## src/rtl/mem_stage_sram_ctrl.sv

```systemverilog
// Memory-stage SRAM controller: splits each 32-bit load/store into two
// 16-bit transactions on an asynchronous SRAM and stalls the pipeline
// through `ready` while the access is in flight.
//
// state | meaning
// ------+--------------------------------------------------------------
// IDLE  | no access; a request latches address/data/op and starts LO
// LO    | low halfword phase, sram_addr = {waddr, 0}
// HI    | high halfword phase, sram_addr = {waddr, 1}; read commits here
// DONE  | one-cycle completion, ready = 1, pipeline advances
module mem_stage_sram_ctrl #(
  parameter int BASE_ADDR   = 1024,
  parameter int WAIT_CYCLES = 1,
  parameter int SRAM_AW     = 18
) (
  input  logic               clk,
  input  logic               rst,
  input  logic               mem_r_en,
  input  logic               mem_w_en,
  input  logic [31:0]        address,
  input  logic [31:0]        write_data,
  output logic [31:0]        read_data,
  output logic               ready,
  output logic [SRAM_AW-1:0] sram_addr,
  output logic [15:0]        sram_dq_out,
  output logic               sram_dq_oe,
  input  logic [15:0]        sram_dq_in,
  output logic               sram_we_n,
  output logic               sram_oe_n
);

  localparam int            CW      = (WAIT_CYCLES > 0) ? $clog2(WAIT_CYCLES + 1) : 1;
  localparam logic [CW-1:0] WAIT_LD = CW'(WAIT_CYCLES);
  localparam logic [31:0]   BASE    = 32'(BASE_ADDR);

  typedef enum logic [1:0] {
    S_IDLE = 2'd0,
    S_LO   = 2'd1,
    S_HI   = 2'd2,
    S_DONE = 2'd3
  } state_t;

  state_t             state, state_nx;
  logic [CW-1:0]      cnt, cnt_nx;
  logic [SRAM_AW-2:0] waddr_q;
  logic [31:0]        wdata_q;
  logic               wr_q;
  logic [15:0]        lo_q;

  logic               req;
  logic [31:0]        offset;
  logic [SRAM_AW-2:0] waddr;
  logic               unused_bits;

  assign req    = mem_r_en | mem_w_en;
  assign offset = address - BASE;
  // Byte offset bits and everything above the SRAM window are dropped,
  // which gives the modulo wrap and ignores misalignment.
  assign waddr       = offset[SRAM_AW:2];
  assign unused_bits = ^{offset[31:SRAM_AW+1], offset[1:0]};

  // State, phase counter, latched request and load data registers.
  always_ff @(posedge clk) begin
    if (rst) begin
      state     <= S_IDLE;
      cnt       <= '0;
      waddr_q   <= '0;
      wdata_q   <= '0;
      wr_q      <= 1'b0;
      lo_q      <= '0;
      read_data <= '0;
    end else begin
      state <= state_nx;
      cnt   <= cnt_nx;
      if (state == S_IDLE && req) begin
        waddr_q <= waddr;
        wdata_q <= write_data;
        wr_q    <= mem_w_en;
      end
      // Low half is parked in lo_q so an aborted read never touches read_data.
      if (state == S_LO && cnt == '0 && !wr_q)
        lo_q <= sram_dq_in;
      if (state == S_HI && cnt == '0 && !wr_q)
        read_data <= {sram_dq_in, lo_q};
    end
  end

  // Next-state, phase counter and SRAM strobe decode.
  always_comb begin
    state_nx    = state;
    cnt_nx      = cnt;
    ready       = 1'b1;
    sram_addr   = {waddr_q, 1'b0};
    sram_dq_out = '0;
    sram_dq_oe  = 1'b0;
    sram_we_n   = 1'b1;
    sram_oe_n   = 1'b1;
    case (state)
      S_IDLE: begin
        if (req) begin
          ready    = 1'b0;
          state_nx = S_LO;
          cnt_nx   = WAIT_LD;
        end
      end
      S_LO: begin
        ready     = 1'b0;
        sram_addr = {waddr_q, 1'b0};
        if (wr_q) begin
          sram_we_n   = 1'b0;
          sram_dq_oe  = 1'b1;
          sram_dq_out = wdata_q[15:0];
        end else begin
          sram_oe_n = 1'b0;
        end
        if (cnt == '0) begin
          state_nx = S_HI;
          cnt_nx   = WAIT_LD;
        end else begin
          cnt_nx = cnt - CW'(1);
        end
      end
      S_HI: begin
        ready     = 1'b0;
        sram_addr = {waddr_q, 1'b1};
        if (wr_q) begin
          sram_we_n   = 1'b0;
          sram_dq_oe  = 1'b1;
          sram_dq_out = wdata_q[31:16];
        end else begin
          sram_oe_n = 1'b0;
        end
        if (cnt == '0) begin
          state_nx = S_DONE;
        end else begin
          cnt_nx = cnt - CW'(1);
        end
      end
      S_DONE: begin
        state_nx = S_IDLE;
      end
      default: begin
        state_nx = S_IDLE;
      end
    endcase
    // Reset overrides any stall so the pipeline is never frozen in reset.
    if (rst)
      ready = 1'b1;
  end

endmodule

```

## config.mk

```make
export PLATFORM = sky130hd
export DESIGN_NAME = mem_stage_sram_ctrl
export DESIGN_NICKNAME = d
export VERILOG_FILES = /design/src/rtl/mem_stage_sram_ctrl.sv
export SDC_FILE = /design/constraint.sdc
export NUM_CORES = 1
export LEC_CHECK = 0
export CAP_MARGIN = 10
export CORE_AREA = 2 2 97 108
export CTS_BUF_LIST = sky130_fd_sc_hd__clkbuf_16
export DETAILED_ROUTE_END_ITERATION = 7
export DIE_AREA = 0 0 99 110
export PLACE_DENSITY = 0.86
export RECOVER_POWER = 50
export SLEW_MARGIN = 20
export SYNTH_ARGS = -nofsm -noshare
export SYNTH_HDL_FRONTEND = slang
export SYNTH_SLANG_ARGS = --single-unit
```

## constraint.sdc

```tcl
create_clock -name clk -period 2.7 [get_ports clk]
set_input_delay 0.405 -clock clk [delete_from_list [all_inputs] [get_ports clk]]
set_output_delay 0.405 -clock clk [all_outputs]
set_load 0.01 [all_outputs]
```

* Yosys cells after proc, flatten, opt, wreduce, memory -nomap -nowiden *
Index checks and enable logic that the tools add are counted.

word-level totals
  word-level logic and storage cells = 48
  output and inout bits = 70
  register bits = 101

cells by class
  $add $sub $neg = 2
  mux-type cells = 20
  bitwise logic cells = 2
  eq/ne operators = 6
  reduce and logical (&&, ||, !) cells = 11

operator list
  operator                                             count
  2-to-1 mux 16 bit                                    2
  case mux 16 bit (2 select lines)                     1
  subtractor 19 x 11 -> 19 bit, second input constant  1
  2-to-1 mux 1 bit                                     11
  case mux 2 bit (4 select lines)                      1
  2-to-1 mux 2 bit                                     3
  inequality test 2 bit, second input constant         3
  logical AND 1 bit                                    5
  equality test 2 bit, second input constant           2
  case mux 1 bit (3 select lines)                      1
  AND reduction 3 bit                                  1
  nonzero test 3 bit                                   1
  equality test 2 x 1 -> 1 bit, second input constant  1
  zero test 2 bit                                      1
  case mux 1 bit (2 select lines)                      1
  AND reduction 2 bit                                  1
  OR reduction 2 bit                                   1
  zero test 1 bit                                      1
  inverter 1 bit                                       1
  bitwise OR 1 bit                                     1
  subtractor 1 bit, second input constant              1

* Depth between registers and ports, before layout *
  depth after elaboration = 4
  depth in mapped cells = 7
  depth with buffers taken out = 5

* Least setup slack after synthesis *
OpenSTA, ideal clock, no wires.

  path type = reg2out
  start = reg state[0]
  end = out sram_dq_out[0]
  stages on the path, launching flop included = 6
  path slack = 0.828 ns
  data arrival time = 1.467 ns
  required time = 2.295 ns
  cell sequence = dfxtp_1 > inv_1 > ha_1 > nand2_1 > clkbuf_1 > nor2_1

between the ends
  cells in the longest elaborated chain, start to end = 2
  elaborated cells on any way between the ends = 3
  those cells by class = eq/ne (2); mux (1)

ends and longest elaborated chain
  what                                                                        line  source
  start, declared                                                             43    state_t state, state_nx;
  start signal, assigned                                                      73    state <= state_nx;
  equality test 2 bit / equality test 2 x 1 -> 1 bit (equally long branches)  98    case (state)
  case mux 16 bit (2 select lines) *                                          98
  end, declared                                                               25    output logic [15:0] sram_dq_out,

Mark *: on every way between the ends. The rest lies on a longest branch, timed or not.

* Worst setup path after layout *
  start = reg state[0]
  end = out sram_dq_out[14]

Same word-level chain as after synthesis.

==> run_results.csv <==
group,metric,value,unit
clock_tree,cts_inserted_buffers,9,
critical_path,cp_max_fo,18,
logic_synthesis,ys_types,28,
flow_run,maxCapViolations,0,
cells_and_area,nets,717,
sta,maxSlewViolCount,0,
sta,setup_viol,0,
critical_path,slowest_stage,"clkdlybuf4s50_1",
cells_and_area,fillers,840,
sta,fmax,388,MHz
clock_tree,tritoncts,"built",
sta,maxSlewHeadroom,27.2,%
global_routing,antenna_found_initial,0,
clock_tree,cts_setup_buffers,0,
clock_tree,cts_htree_levels,3,
clock_tree,cts_resized,1,
floorplan,initial_utilization,40.3,%
logic_synthesis,ys_warn_count,0,
critical_path,endpoint_kind,"output port",
floorplan,die_w,99,um
cells_and_area,syn2layout_area_growth,45.6,%
sta,clock_skew,0.00774,ns
route,drt_iter0_drc,181,
floorplan,dieArea,10900,um^2
route,drt-pass1-iter-count,4,
route,vias,3863,
global_routing,grt_pass1_wl,16900,um
cells_and_area,fin_cells,750,
sta,min_period_over_period,95.4,%
logic_synthesis,ys_async_sr_fraction,0,%
sta,worstMarginPinSlew,1.09,ns
clock_tree,clk_pin_slew_worst_paths,0.07,ns
sta,setup_slack,0.123,ns
clock_tree,ctsHoldBuffers,0,
critical_path,crit_required,2.30,ns
logic_synthesis,syn_area,3930,um^2
clock_tree,clock-sinks,101,
sta,hold_violations,0,
critical_path,path_class,"flip-flop to output port",
sta,setup_tns,0,ns
pwr,powerDensity,887,nW/um^2
place,dpl.cell_count,735,
route,routed.top_layer,"met4",
route,wl,10300,um
logic_synthesis,synth_top_cells_by_area,"dfxtp_1, nand2_1, a21oi_1",
clock_tree,cts_buffer_depth,2,
min_path,holdCritPathClass,"flip-flop to flip-flop",
cells_and_area,drive_gt1_share,6.03,%
logic_synthesis,synth_edf_count,0,
sta,rsz0062_at_grt,"false",
global_routing,grt_pass1_vias,3678,
logic_synthesis,synth_top_area_cell,"dfxtp_1",
sta,final.min_clock_period,2.58,ns
logic_synthesis,netlist_instances,505,
critical_path,crit_chain,"inv_1 > ha_2 > nand2_4 > nor2_1 > clkdlybuf4s50_1",
floorplan,ios,154,
pwr,leakagePower,2.18,nW
logic_synthesis,synth_area_per_cell,7.78,um^2
floorplan,die_h,110,um
pwr,power,5.07,mW
global_routing,grt_overflow_total,0,
critical_path,cp-start-kind,"flip-flop",
route,route.detailed.drc,0,
critical_path,slowest_delay,0.55,ns
place,place_ws,0.239,ns
route,wl_per_cell,13.8,um
clock_tree,cts-root-buf,"clkbuf_16",
global_routing,grt_max_degree,102,
global_routing,track_usage,19.0,%
outcome,outcome,"finished, final reports clean",
route,vias_per_cell,5.15,
place,port_buffers,138,
floorplan,rows,38,
route,antenna_left,0,
pwr,vdd_drop_max,0.324,mV
clock_tree,clk_latency,0.33,ns
logic_synthesis,ys_seq_elements,101,
logic_synthesis,synth_flop_cell,"dfxtp_1",
logic_synthesis,yosys.area.top_type_share,51.5,%
place,dpl.hpwl,7260,um
logic_synthesis,syn_nets,596,
sta,worst_hold_slack,0.451,ns
route,dr_wl_met3,782,um
critical_path,arrival,2.17,ns
route,wl_met2,5190,um
route,route.layer.met1.wl,4230,um
floorplan,coreArea,9750,um^2
logic_synthesis,seq_area_frac_synth,51.5,%
cells_and_area,antennaDiodeCount,0,
place,gp_congestion,0.830,
==> through the flow <==
step           cell area, um^2  util (%)
2_1_floorplan             3930         -
3_3_place_gp              5410      55.5
3_5_place_dp              5410      55.5
4_1_cts                   5720      58.7
5_1_grt                   5720      58.7
6_report                  5720      58.7
==> Yosys cell counts, types with 5 or more instances <==
cell type    n
a21oi_1     92
a22oi_1     16
a311oi_1     8
clkbuf_1    31
dfxtp_1    101
ha_1         7
inv_1        5
nand2_1    180
nor2_1      26
o21ai_0      5
==> where the power goes <==
part / internal [mW] / leakage (nW) / switching (mW)
Clock: 0.807 / 0.153 / 0.536
Sequential: 1.79 / 0.826 / 0.181
Combinational: 0.731 / 1.20 / 1.03
==> path summary, 6_finish.rpt <==
| check | from | endpoint | slack [ns] | depth (start not counted) |
|---|---|---|---|---|
| worst max-delay path | state[0] | sram_dq_out[14] | 0.12 | 5 |
| worst min-delay path | waddr_q[1] | waddr_q[1] | 0.45 | 2 |
| worst max register to register | state[1] | waddr_q[15] | 0.47 | 6 |
| worst min register to register | waddr_q[1] | waddr_q[1] | 0.45 | 2 |
==> worst max-delay path: cells and delay by family, from the launching register on <==
kind	cells	cell delay [ns]
and+or+nand+nor	2	0.32
DFF	1	0.43
buffers and inverters	2	0.67
adders and majority gates	1	0.40
==> cells by family after synthesis <==
| kind of cell | synth area share, % |
|---|---|
| compound gates | 18.7 |
| fa+ha+maj | 2.23 |
| buf+inv | 4.08 |
| flops | 51.5 |
| simple gates | 23.5 |
==> state kept, by name (all words and copies together), names as in the netlist <==
| register | cells |
|---|---|
| read_data | 32 |
| wdata_q | 32 |
| waddr_q | 17 |
| lo_q | 16 |
| state | 2 |
| cnt | 1 |
| wr_q | 1 |
==> cell usage in the layout (no fill, tap or decap), types with 5 or more instances in the layout <==
master,n
a22oi_1,16
a311oi_1,8
dlygate4sd3_1,48
o21ai_0,5
inv_1,5
buf_4,8
a21oi_1,92
clkbuf_16,9
nand2_1,179
clkdlybuf4s50_1,89
nor2_1,26
dfxtp_1,101
==> metal layers <==
layer	vias up	GRT usage, %
met5	-	0
met4	0	6.07
met3	10	5.17
met2	141	33.4
met1	1786	22.5
li1	1926	-
==> area by class of cell <==
type | instances | area, um^2 | area share (%)
multi-input cells | 362 | 1780 | 31.1
repair buffers | 147 | 1440 | 25.2
well taps | 120 | 150 | 2.62
clock buffers | 9 | 225 | 3.94
clock inverters | 6 | 86.3 | 1.51
flip-flops and latches | 101 | 2020 | 35.3
inverters | 5 | 18.8 | 0.328
No activity file was read; power rests on OpenSTA's default activity.
